### config.mk
export PLATFORM = sky130hd
export DESIGN_NAME = ps2mouse_packet
export DESIGN_NICKNAME = d
export VERILOG_FILES = /design/src/rtl/ps2mouse_packet.sv
export SDC_FILE = /design/constraint.sdc
export NUM_CORES = 1
export LEC_CHECK = 0
export CAP_MARGIN = 25
export CORE_UTILIZATION = 50
export DETAILED_ROUTE_END_ITERATION = 8
export MAX_ROUTING_LAYER = met4
export PLACE_DENSITY = 0.75
export SLEW_MARGIN = 20
export SYNTH_ARGS = -nofsm -noshare
export SYNTH_HDL_FRONTEND = slang
export SYNTH_SLANG_ARGS = --single-unit
### constraint.sdc
create_clock -name clk -period 2.87 [get_ports clk]
set_input_delay 0.4305 -clock clk [delete_from_list [all_inputs] [get_ports clk]]
set_output_delay 0.4305 -clock clk [all_outputs]
set_load 0.005 [all_outputs]
### src/rtl/ps2mouse_packet.sv
// PS/2 mouse packet assembler.
// Takes bytes from the PS/2 receiver and builds 3-byte (or 4-byte IntelliMouse)
// packets. Each committed packet adds its X/Y/Z deltas to free-running 8-bit
// counters, in the same form as the Amiga JOY0DAT counters, and latches the
// button states. If a packet stalls for TIMEOUT_CYC cycles, the partial packet
// is dropped and the assembler resynchronises on the next header byte.
module ps2mouse_packet #(
  parameter int TIMEOUT_CYC = 14000,
  parameter bit CLAMP_OVF   = 1'b1
) (
  input  logic       clk,
  input  logic       reset,
  input  logic [7:0] byte_in,
  input  logic       byte_stb,
  input  logic       wheel_en,
  output logic [7:0] xcount,
  output logic [7:0] ycount,
  output logic [7:0] zcount,
  output logic       btn_left,
  output logic       btn_right,
  output logic       btn_middle,
  output logic       pkt_stb,
  output logic       sync_err
);

  localparam int TW = $clog2(TIMEOUT_CYC + 1);

  typedef enum logic [1:0] {S_B0, S_B1, S_B2, S_B3} state_t;

  state_t      r_state;
  logic [TW-1:0] r_timer;
  logic        r_wheel;
  logic [7:0]  r_xcount, r_ycount, r_zcount;
  logic [2:0]  r_btn;
  logic        r_pkt_stb, r_sync_err;

  // Header fields and deltas captured while the packet is being assembled.
  logic [2:0]  r_btn_lat;
  logic        r_sgn_x, r_sgn_y, r_ovf_x, r_ovf_y;
  logic [7:0]  r_dx, r_dy;

  logic        w_commit, w_timeout, w_reject;
  logic [7:0]  w_dy_byte;
  logic [7:0]  w_dx8, w_dy8;
  logic signed [7:0] w_dz;

  // Low byte of the 9-bit delta after overflow handling. A clamped negative
  // value (-256) has low byte 0x00. A clamped positive value (+255) has low
  // byte 0xFF. A dropped axis contributes 0.
  function automatic logic [7:0] sat_delta(input logic sign, input logic ovf,
                                           input logic [7:0] mag);
    if (!ovf)      return mag;
    if (CLAMP_OVF) return sign ? 8'h00 : 8'hFF;
    return 8'h00;
  endfunction

  // Four-bit wheel delta, sign-extended to the counter width.
  function automatic logic signed [7:0] sext_dz(input logic [3:0] nib);
    return $signed({{4{nib[3]}}, nib});
  endfunction

  // In 3-byte mode the packet commits on the dy byte itself, so dy is taken
  // straight from the input rather than from the latch.
  assign w_dy_byte = (r_state == S_B2) ? byte_in : r_dy;
  assign w_dx8     = sat_delta(r_sgn_x, r_ovf_x, r_dx);
  assign w_dy8     = sat_delta(r_sgn_y, r_ovf_y, w_dy_byte);
  assign w_dz      = (r_state == S_B3) ? sext_dz(byte_in[3:0]) : 8'sd0;

  assign w_commit  = byte_stb && (((r_state == S_B2) && !r_wheel) || (r_state == S_B3));
  assign w_reject  = byte_stb && (r_state == S_B0) && !byte_in[3];
  // A byte arriving on the expiry cycle takes priority over the timeout.
  assign w_timeout = !byte_stb && (r_state != S_B0) && (r_timer == TW'(TIMEOUT_CYC - 1));

  // Packet FSM, stall timer, counters, buttons and the one-cycle strobes.
  always_ff @(posedge clk) begin
    if (reset) begin
      r_state    <= S_B0;
      r_timer    <= '0;
      r_wheel    <= 1'b0;
      r_xcount   <= '0;
      r_ycount   <= '0;
      r_zcount   <= '0;
      r_btn      <= '0;
      r_pkt_stb  <= 1'b0;
      r_sync_err <= 1'b0;
    end else begin
      r_pkt_stb  <= w_commit;
      r_sync_err <= w_reject || w_timeout;

      if (byte_stb || (r_state == S_B0)) r_timer <= '0;
      else                               r_timer <= r_timer + TW'(1);

      if (w_commit) begin
        r_xcount <= r_xcount + w_dx8;
        r_ycount <= r_ycount - w_dy8;
        r_zcount <= r_zcount + $unsigned(w_dz);
        r_btn    <= r_btn_lat;
      end

      if (w_timeout) begin
        r_state <= S_B0;
      end else if (byte_stb) begin
        case (r_state)
          S_B0: if (byte_in[3]) begin
                  r_wheel <= wheel_en;
                  r_state <= S_B1;
                end
          S_B1: r_state <= S_B2;
          S_B2: r_state <= r_wheel ? S_B3 : S_B0;
          default: r_state <= S_B0;
        endcase
      end
    end
  end

  // Byte latches for the packet under construction. They are qualified by the
  // state, so they need no reset.
  always_ff @(posedge clk) begin
    if (byte_stb) begin
      case (r_state)
        S_B0: begin
          r_btn_lat <= byte_in[2:0];
          r_sgn_x   <= byte_in[4];
          r_sgn_y   <= byte_in[5];
          r_ovf_x   <= byte_in[6];
          r_ovf_y   <= byte_in[7];
        end
        S_B1: r_dx <= byte_in;
        S_B2: r_dy <= byte_in;
        default: ;
      endcase
    end
  end

  assign xcount     = r_xcount;
  assign ycount     = r_ycount;
  assign zcount     = r_zcount;
  assign btn_left   = r_btn[0];
  assign btn_right  = r_btn[1];
  assign btn_middle = r_btn[2];
  assign pkt_stb    = r_pkt_stb;
  assign sync_err   = r_sync_err;

endmodule
# Yosys cells after proc, flatten, opt, wreduce, memory -nomap -nowiden
# Cells that the tools add are included.
# W data, S select, Z words.
[word_totals]
reg_bits = 69
input_bits = 12
out_inout_bits = 29
elab_cells = 59
[classes]
n_addsub = 4
n_eq_ne = 5
mux = 13
n_bitwise = 1
n_reduce_logical = 20
[ops]
columns = ["operator", "n"]
rows = [
  ["$mux W8", 8],
  ["$add A8 B8 Y8", 2],
  ["$add A14 B1 Y14 const B", 1],
  ["$eq A14 B14 Y1 const B", 1],
  ["$sub A8 B8 Y8", 1],
  ["$logic_and A1 B1 Y1", 6],
  ["$pmux W2 S3", 1],
  ["$reduce_and A2 Y1", 3],
  ["$eq A2 B2 Y1 const B", 2],
  ["$mux W2", 2],
  ["$reduce_and A4 Y1", 1],
  ["$reduce_or A2 Y1", 2],
  ["$logic_not A1 Y1", 3],
  ["$logic_or A1 B1 Y1", 3],
  ["$eq A2 B1 Y1 const B", 1],
  ["$logic_not A2 Y1", 1],
  ["$mux W1", 2],
  ["$ne A2 B2 Y1 const B", 1],
  ["$reduce_bool A2 Y1", 1],
  ["$not A1 Y1", 1],
]

# Logic depth before layout (Yosys ltp)
# Gate-level depths: netlist of run 1.
[logic_depth]
word_depth = 5
depth_mapped = 11
depth_no_buf = 10

# Worst setup path before layout of run 1
# No wires, ideal clock.
[synth_path]
path_type = "reg2reg"
startpoint = "register r_state[0]"
endpoint = "register r_ycount[6] (netlist: ycount[6])"
setup_ps = 62
arrival_ps = 2670
t_required_ps = 2808
setup_slack_ps = 138
path_stages_with_launch = 12
n_path_buf = 1
synth_period_minus_slack_ps = 2732
path_cell_list = "dfxtp_1 nand2b_1 clkbuf_1 mux2_2 o21a_1 ha_1 fa_1 nor2b_1 o21a_1 o211ai_1 a2111o_1 nand3_1"
[synth_between]
elab_chain_len = 4
word_cells_on_any_way = 8
classes_between = "add/sub (1); eq/ne (2); mux (2); reduce/logical (3)"
[synth_rtl]
columns = ["element", "line", "text"]
rows = [
  ["start, declared", "30", "state_t r_state;"],
  ["start signal, assigned", "109", "S_B2: r_state <= r_wheel ? S_B3 : S_B0;"],
  ["$eq A2 B2 Y1", "64", "assign w_dy_byte = (r_state == S_B2) ? byte_in : r_dy;"],
  ["$mux W8", "n/a", ""],
  ["via w_dy_byte[0]", "43", "logic [7:0] w_dy_byte;"],
  ["$mux W8", "53", "if (CLAMP_OVF) return sign ? 8'h00 : 8'hFF;"],
  ["$sub A8 B8 Y8", "95", "r_ycount <= r_ycount - w_dy8;"],
  ["end signal, assigned", "95", ""],
  ["end, declared", "33", "logic [7:0] r_xcount, r_ycount, r_zcount;"],
]
# The timed path passes the listed nets, and every way through them passes these cells.
# A chain may end at the register's enable or synchronous reset.

# Worst setup path in the final report of run 1
[layout_path]
startpoint = "register r_state[0]"
endpoint = "register r_ycount[7] (netlist: ycount[7])"
# Same word-level chain as after synthesis.

==> results of run 1 <==
synthesized netlist by cell type, drive strengths merged, types with 8 or more instances:
library cell / count / area [µm²]
a21oi: 29 / 153
and3: 8 / 52.6
clkbuf: 11 / 61.3
dfxtp: 46 / 921
edfxtp: 23 / 691
ha: 18 / 225
inv: 19 / 71.3
mux2: 8 / 90.1
nand2: 33 / 124
nand3: 13 / 70.1
nor2: 31 / 116
nor3: 8 / 40.0
o21ai: 23 / 115
xnor2: 10 / 87.6
xor2: 10 / 87.6
critical path: stages (launching register included):
cell,delay (ns)
dfxtp_1,0.33
nand2b_1,0.21
buf_4,0.19
mux2_2,0.35
o21ai_0,0.28
ha_1,0.35
a21oi_1,0.20
o21ai_0,0.17
o211a_1,0.25
o21ai_0,0.18
o31ai_1,0.10
routing by layer:
layer  up-vias  share of wire, %
met3        14               4.2
met5         -                 0
li1       1416                 -
met1      1316                43
met2        53                50
met4         0               2.4
per-stage QoR:
step           cell area (µm²)  utilization [%]  std cells
3_3_place_gp              4030             59.3        499
6_report                  4240             62.4        515
5_1_grt                   4240             62.4        515
2_1_floorplan             3500                -        366
3_5_place_dp              4030             59.3        499
4_1_cts                   4220             62.2        515
logic make-up after synthesis:
| kind of cell | share of synthesized area [%] |
|---|---|
| buf+inv | 4.47 |
| flops | 46.1 |
| mux | 3.43 |
| xor+xnor | 5.01 |
| compound gates | 14.6 |
| fa+ha+maj | 8.15 |
| simple gates | 18.2 |
registers in the layout, indices dropped and copies added, names as in the netlist, 3 cells and up:
register and cells:
r_btn 3, r_btn_lat 3, r_dx 8, r_dy 8, r_timer 14, xcount 8
ycount 8, zcount 8
path summary, 6_finish.rpt:
check / start / end / slack (ns) / depth (start not counted)
max: r_state[0]$_SDFFE_PP0P_ / ycount[7]$_SDFFE_PP0P_ / 0.14 / 10
min: r_btn[0]$_SDFFE_PP0P_ / r_btn[0]$_SDFFE_PP0P_ / 0.46 / 2
max reg2reg: r_state[0]$_SDFFE_PP0P_ / ycount[7]$_SDFFE_PP0P_ / 0.14 / 10
min reg2reg: r_btn[0]$_SDFFE_PP0P_ / r_btn[0]$_SDFFE_PP0P_ / 0.46 / 2
power groups by stage:
stage | registers, µW | clock network, µW | logic, µW
after floorplan | 1080 | 0 | 144
after global placement | 1080 | 0 | 220
after detailed placement | 1080 | 0 | 227
after CTS | 1060 | 800 | 229
after global routing | 1060 | 850 | 253
final | 1060 | 790 | 231
layout make-up:
cell class / instances / share of cell area [%]
clock buffers: 10 / 3.01
clock inverters: 6 / 1.51
inverters: 19 / 1.68
multi-input cells: 262 / 41.2
flip-flops and latches: 69 / 38.0
well taps: 96 / 2.83
repair buffers: 53 / 11.8
==> run_results.csv, run 1 <==
group,metric,value,unit
clock_tree,cts_setup_buffers,0,
sta,slew_viol_final,0,
clock_tree,numCtsBuffers,9,
yosys,syn_avg_cell_area,9.56,µm²
critical_path,arrival,2.95,ns
sta,fin_tns_setup,0,ns
yosys,ys_async_sr_fraction,0,%
critical_path,cp_max_fo,7,
power_and_ir_drop,seqPwrFrac,50.9,%
cells_and_area,mostFrequentLayoutCells,"dfxtp_1 (46), clkdlybuf4s50_1 (40), nand2_1 (33)",
yosys,syn_nets,399,
cells_and_area,final_common_cell,"dfxtp_1",
sta,clock_skew,0.0106,ns
power_and_ir_drop,power_density,491,mW/mm²
sta,relSlewSlack,52.7,%
power_and_ir_drop,peakVddDrop,0.000290,V
clock_tree,htree_levels,3,
global_routing,first_global_vias,2666,
critical_path,required,3.09,ns
power_and_ir_drop,cellLeakagePower,0.00163,µW
cells_and_area,area_delta_synth_final,21.1,%
routing,drc,0,
routing,drtIter0Drc,168,
yosys,synth_ff_type,"dfxtp_1",
cells_and_area,final_nets,447,
cells_and_area,regArea,0.00161,mm²
critical_path,critPathKind,"reg -> reg",
clock_tree,cts_sinks,69,
clock_tree,clkTransAtPathRegs,0.08,ns
clock_tree,clock_path_buffers,2,
place,post-place-ws,-0.0578,ns
sta,layout_setup_ws,0.142,ns
global_routing,grt_busiest_layer,"met2",
floorplan,initial_utilization,51.5,%
clock_tree,clk_latency,0.35,ns
routing,drt-total-wl,7610,µm
yosys,ys_seq_area_share,46.1,%
yosys,syn_area,0.00350,mm²
sta,hold_violations,0,
cells_and_area,fillCellCount,571,
critical_path,crit_path_start_kind,"flip-flop",
yosys,synth_edf_count,23,
floorplan,die_w,85.6,µm
clock_tree,cts_tree,"yes",
routing,postRouteAntennaNets,0,
power_and_ir_drop,combPwrFrac,11.1,%
power_and_ir_drop,total_power,2080,µW
global_routing,met1_usage,26.7,%
place,gp_congestion,0.866,
global_routing,met2_usage,36.9,%
floorplan,dieArea,0.00734,mm²
yosys,netlist_instances,366,
yosys,synth_seq_cells,69,
global_routing,grt_util_all_layers,22.6,%
clock_tree,cts_root_buf,"clkbuf_8",
routing,vias,2799,
sta,max_freq,367,MHz
place,port_buffers,40,
sta,period_needed,2.73,ns
power_and_ir_drop,p_switching,536,µW
global_routing,grt_pass1_wl,12400,µm
yosys,synth.distinct_cells,48,
global_routing,antenna_found_initial,0,
cells_and_area,drive_gt1_share,9.79,%
power_and_ir_drop,intPower,1540,µW
cells_and_area,antenna_cells,0,
global_routing,grt_overflow,0,
routing,routedWlPerCell,14.8,µm
floorplan,core-area,0.00679,mm²
routing,routed_via_density,5.43,
global_routing,grt_use_met3,4.52,%
floorplan,ios,41,
sta,holdWs,0.463,ns
sta,setup_viol,0,
yosys,ys_warn_count,0,
global_routing,grt_max_degree,27,
sta,finalCritPeriodShare,95.0,%
power_and_ir_drop,clock_power_share,38.0,%
sta,tightest_slew,0.706,ns
cells_and_area,multi_input_comb_area,0.00175,mm²
routing,first_pass_iters,5,
critical_path,end_kind,"flip-flop",
run_status,status,"finished, final reports clean",
power_and_ir_drop,swShare,25.8,%
floorplan,die_y,85.6,µm
clock_tree,holdBufCountCts,0,
run,maxCapViolCount,0,
floorplan,std_cell_rows,30,
clock_tree,cts_resized,0,
place,hpwl,5620,µm
worst_hold_path,min_path_type,"reg -> reg",
No activity file was read; power rests on OpenSTA's default activity.
==> inputs of run 2 (changes only) <==
PLACE_DENSITY = 0.73   (was 0.75)
clock period = 2.6 ns   (was 2.87 ns; I/O delays follow)
==> run_results.csv, run 2 (synthesis gave the netlist of run 1 again) <==
group,metric,value,unit
run_status,status,"finished, final reports clean",
routing,drc,0,
global_routing,grt_max_degree,35,
global_routing,grt_overflow,0,
power_and_ir_drop,clock_power_share,41.3,%
cells_and_area,instances_no_fill,528,
place,postPlaceCellArea,0.00411,mm²
critical_path,required,2.84,ns
routing,first_pass_iters,4,
floorplan,ios,41,
critical_path,arrival,2.74,ns
clock_tree,cts_tree,"yes",
sta,hold_violations,0,
clock_tree,cts_root_buf,"clkbuf_8",
cells_and_area,antenna_cells,0,
sta,period_needed,2.51,ns
clock_tree,htree_levels,3,
sta,holdWs,0.465,ns
sta,slew_viol_final,0,
power_and_ir_drop,peakVddDrop,0.000334,V
clock_tree,cts_sinks,69,
floorplan,die_y,85.6,µm
floorplan,initial_utilization,51.5,%
routing,drt-total-wl,7910,µm
critical_path,crit_path_start_kind,"flip-flop",
cells_and_area,top_register,"r_timer",
sta,relSlewSlack,69.1,%
floorplan,std_cell_rows,30,
global_routing,grt_pass1_wl,12600,µm
power_and_ir_drop,intPower,1840,µW
cells_and_area,stdcell_area,0.00437,mm²
sta,finalCritPeriodShare,96.4,%
routing,routedWlPerCell,15.0,µm
cells_and_area,final_common_cell,"dfxtp_1",
cells_and_area,drive_gt1_share,13.4,%
place,hpwl,5700,µm
sta,clock_skew,0.0121,ns
sta,layout_setup_ws,0.0925,ns
power_and_ir_drop,swShare,25.6,%
place,port_buffers,40,
cells_and_area,postLayoutCoreUtil,64.3,%
power_and_ir_drop,p_switching,631,µW
power_and_ir_drop,combPwrFrac,11.4,%
floorplan,core-area,0.00679,mm²
routing,drtIter0Drc,166,
place,post-place-ws,-0.262,ns
power_and_ir_drop,power_density,564,mW/mm²
clock_tree,clk_latency,0.35,ns
sta,tightest_slew,0.463,ns
critical_path,end_kind,"flip-flop",
clock_tree,clkTransAtPathRegs,0.09,ns
run,maxCapViolCount,0,
floorplan,dieArea,0.00734,mm²
floorplan,die_w,85.6,µm
global_routing,grt_util_all_layers,23.2,%
sta,max_freq,399,MHz
critical_path,cp_max_fo,5,
clock_tree,holdBufCountCts,0,
cells_and_area,largest_register_ffs,14,
worst_hold_path,min_path_type,"reg -> reg",
place,gp_congestion,0.876,
sta,rsz0062_at_grt,"yes",
routing,routed_via_density,5.46,
clock_tree,numCtsBuffers,9,
place,dp_cells,510,
global_routing,antenna_found_initial,0,
clock_tree,clock_path_buffers,2,
global_routing,first_global_vias,2671,
cells_and_area,mostFrequentLayoutCells,"dfxtp_1 (46), clkdlybuf4s50_1 (40), nand2_1 (33)",
routing,vias,2881,
cells_and_area,area_delta_synth_final,25.0,%
power_and_ir_drop,cellLeakagePower,0.00172,µW
cells_and_area,final_nets,460,
critical_path,critPathKind,"reg -> reg",
sta,setup_viol,0,
routing,postRouteAntennaNets,0,
power_and_ir_drop,seqPwrFrac,47.4,%
-- run 2: through the flow --
| step | power, µW | setup TNS [ns] |
|---|---|---|
| detailed placement | 1460 | -0.690 |
| finish | 2470 | 0 |
| CTS | 2470 | 0 |
| global route | 2560 | -0.0178 |
| floorplan | 1350 | 0 |
| global placement | 1450 | -0.529 |
-- run 2: worst max-delay path: stages (launching register included) --
cell      delay, ns
edfxtp_1       0.45
o21ai_0        0.36
ha_1           0.32
a21o_1         0.17
a31o_1         0.22
or3_1          0.35
a21oi_1        0.18
mux2_1         0.34
-- run 2: repair_timing --
item | CTS | global route
endpoints found under the setup margin | 1 | 4
buffers inserted | 0 | 2
gates resized for setup | 1 | 6
-- run 2: final cells by class --
class                           count  area, µm²
Timing Repair Buffer               66        596
Clock inverter                      7        106
Fill cell                         550       2420
Inverter                           19       71.3
Multi-Input combinational cell    262       1740
Sequential cell                    69       1610
Tap cell                           96        120
Clock buffer                        9        124
-- run 2: worst paths after layout --
kind                              start                      to  slack (ns)  cells after the start
hold / removal    r_timer[0]$_SDFF_PP0_   r_timer[0]$_SDFF_PP0_        0.46                      1
setup reg to reg      r_ovf_x$_DFFE_PP_  xcount[7]$_SDFFE_PP0P_        0.09                      7
setup / recovery      r_ovf_x$_DFFE_PP_  xcount[7]$_SDFFE_PP0P_        0.09                      7
hold reg to reg   r_timer[0]$_SDFF_PP0_   r_timer[0]$_SDFF_PP0_        0.46                      1
-- run 2: per-layer routing --
layer  vias to the layer above  share of wire, %  track usage, %
li1                       1432                 -               -
met1                      1372                44            28.2
met2                        61                50            37.1
met3                        16               3.5            5.10
met4                         0               2.7            10.2
met5                         -                 0               -
-- run 2: power groups by stage --
stage	combinational, µW	sequential (µW)	clock [µW]
2_1_floorplan	160	1190	0
3_3_place_gp	260	1190	0
3_5_place_dp	267	1190	0
4_1_cts	271	1170	1030
5_1_grt	304	1170	1080
6_report	280	1170	1020
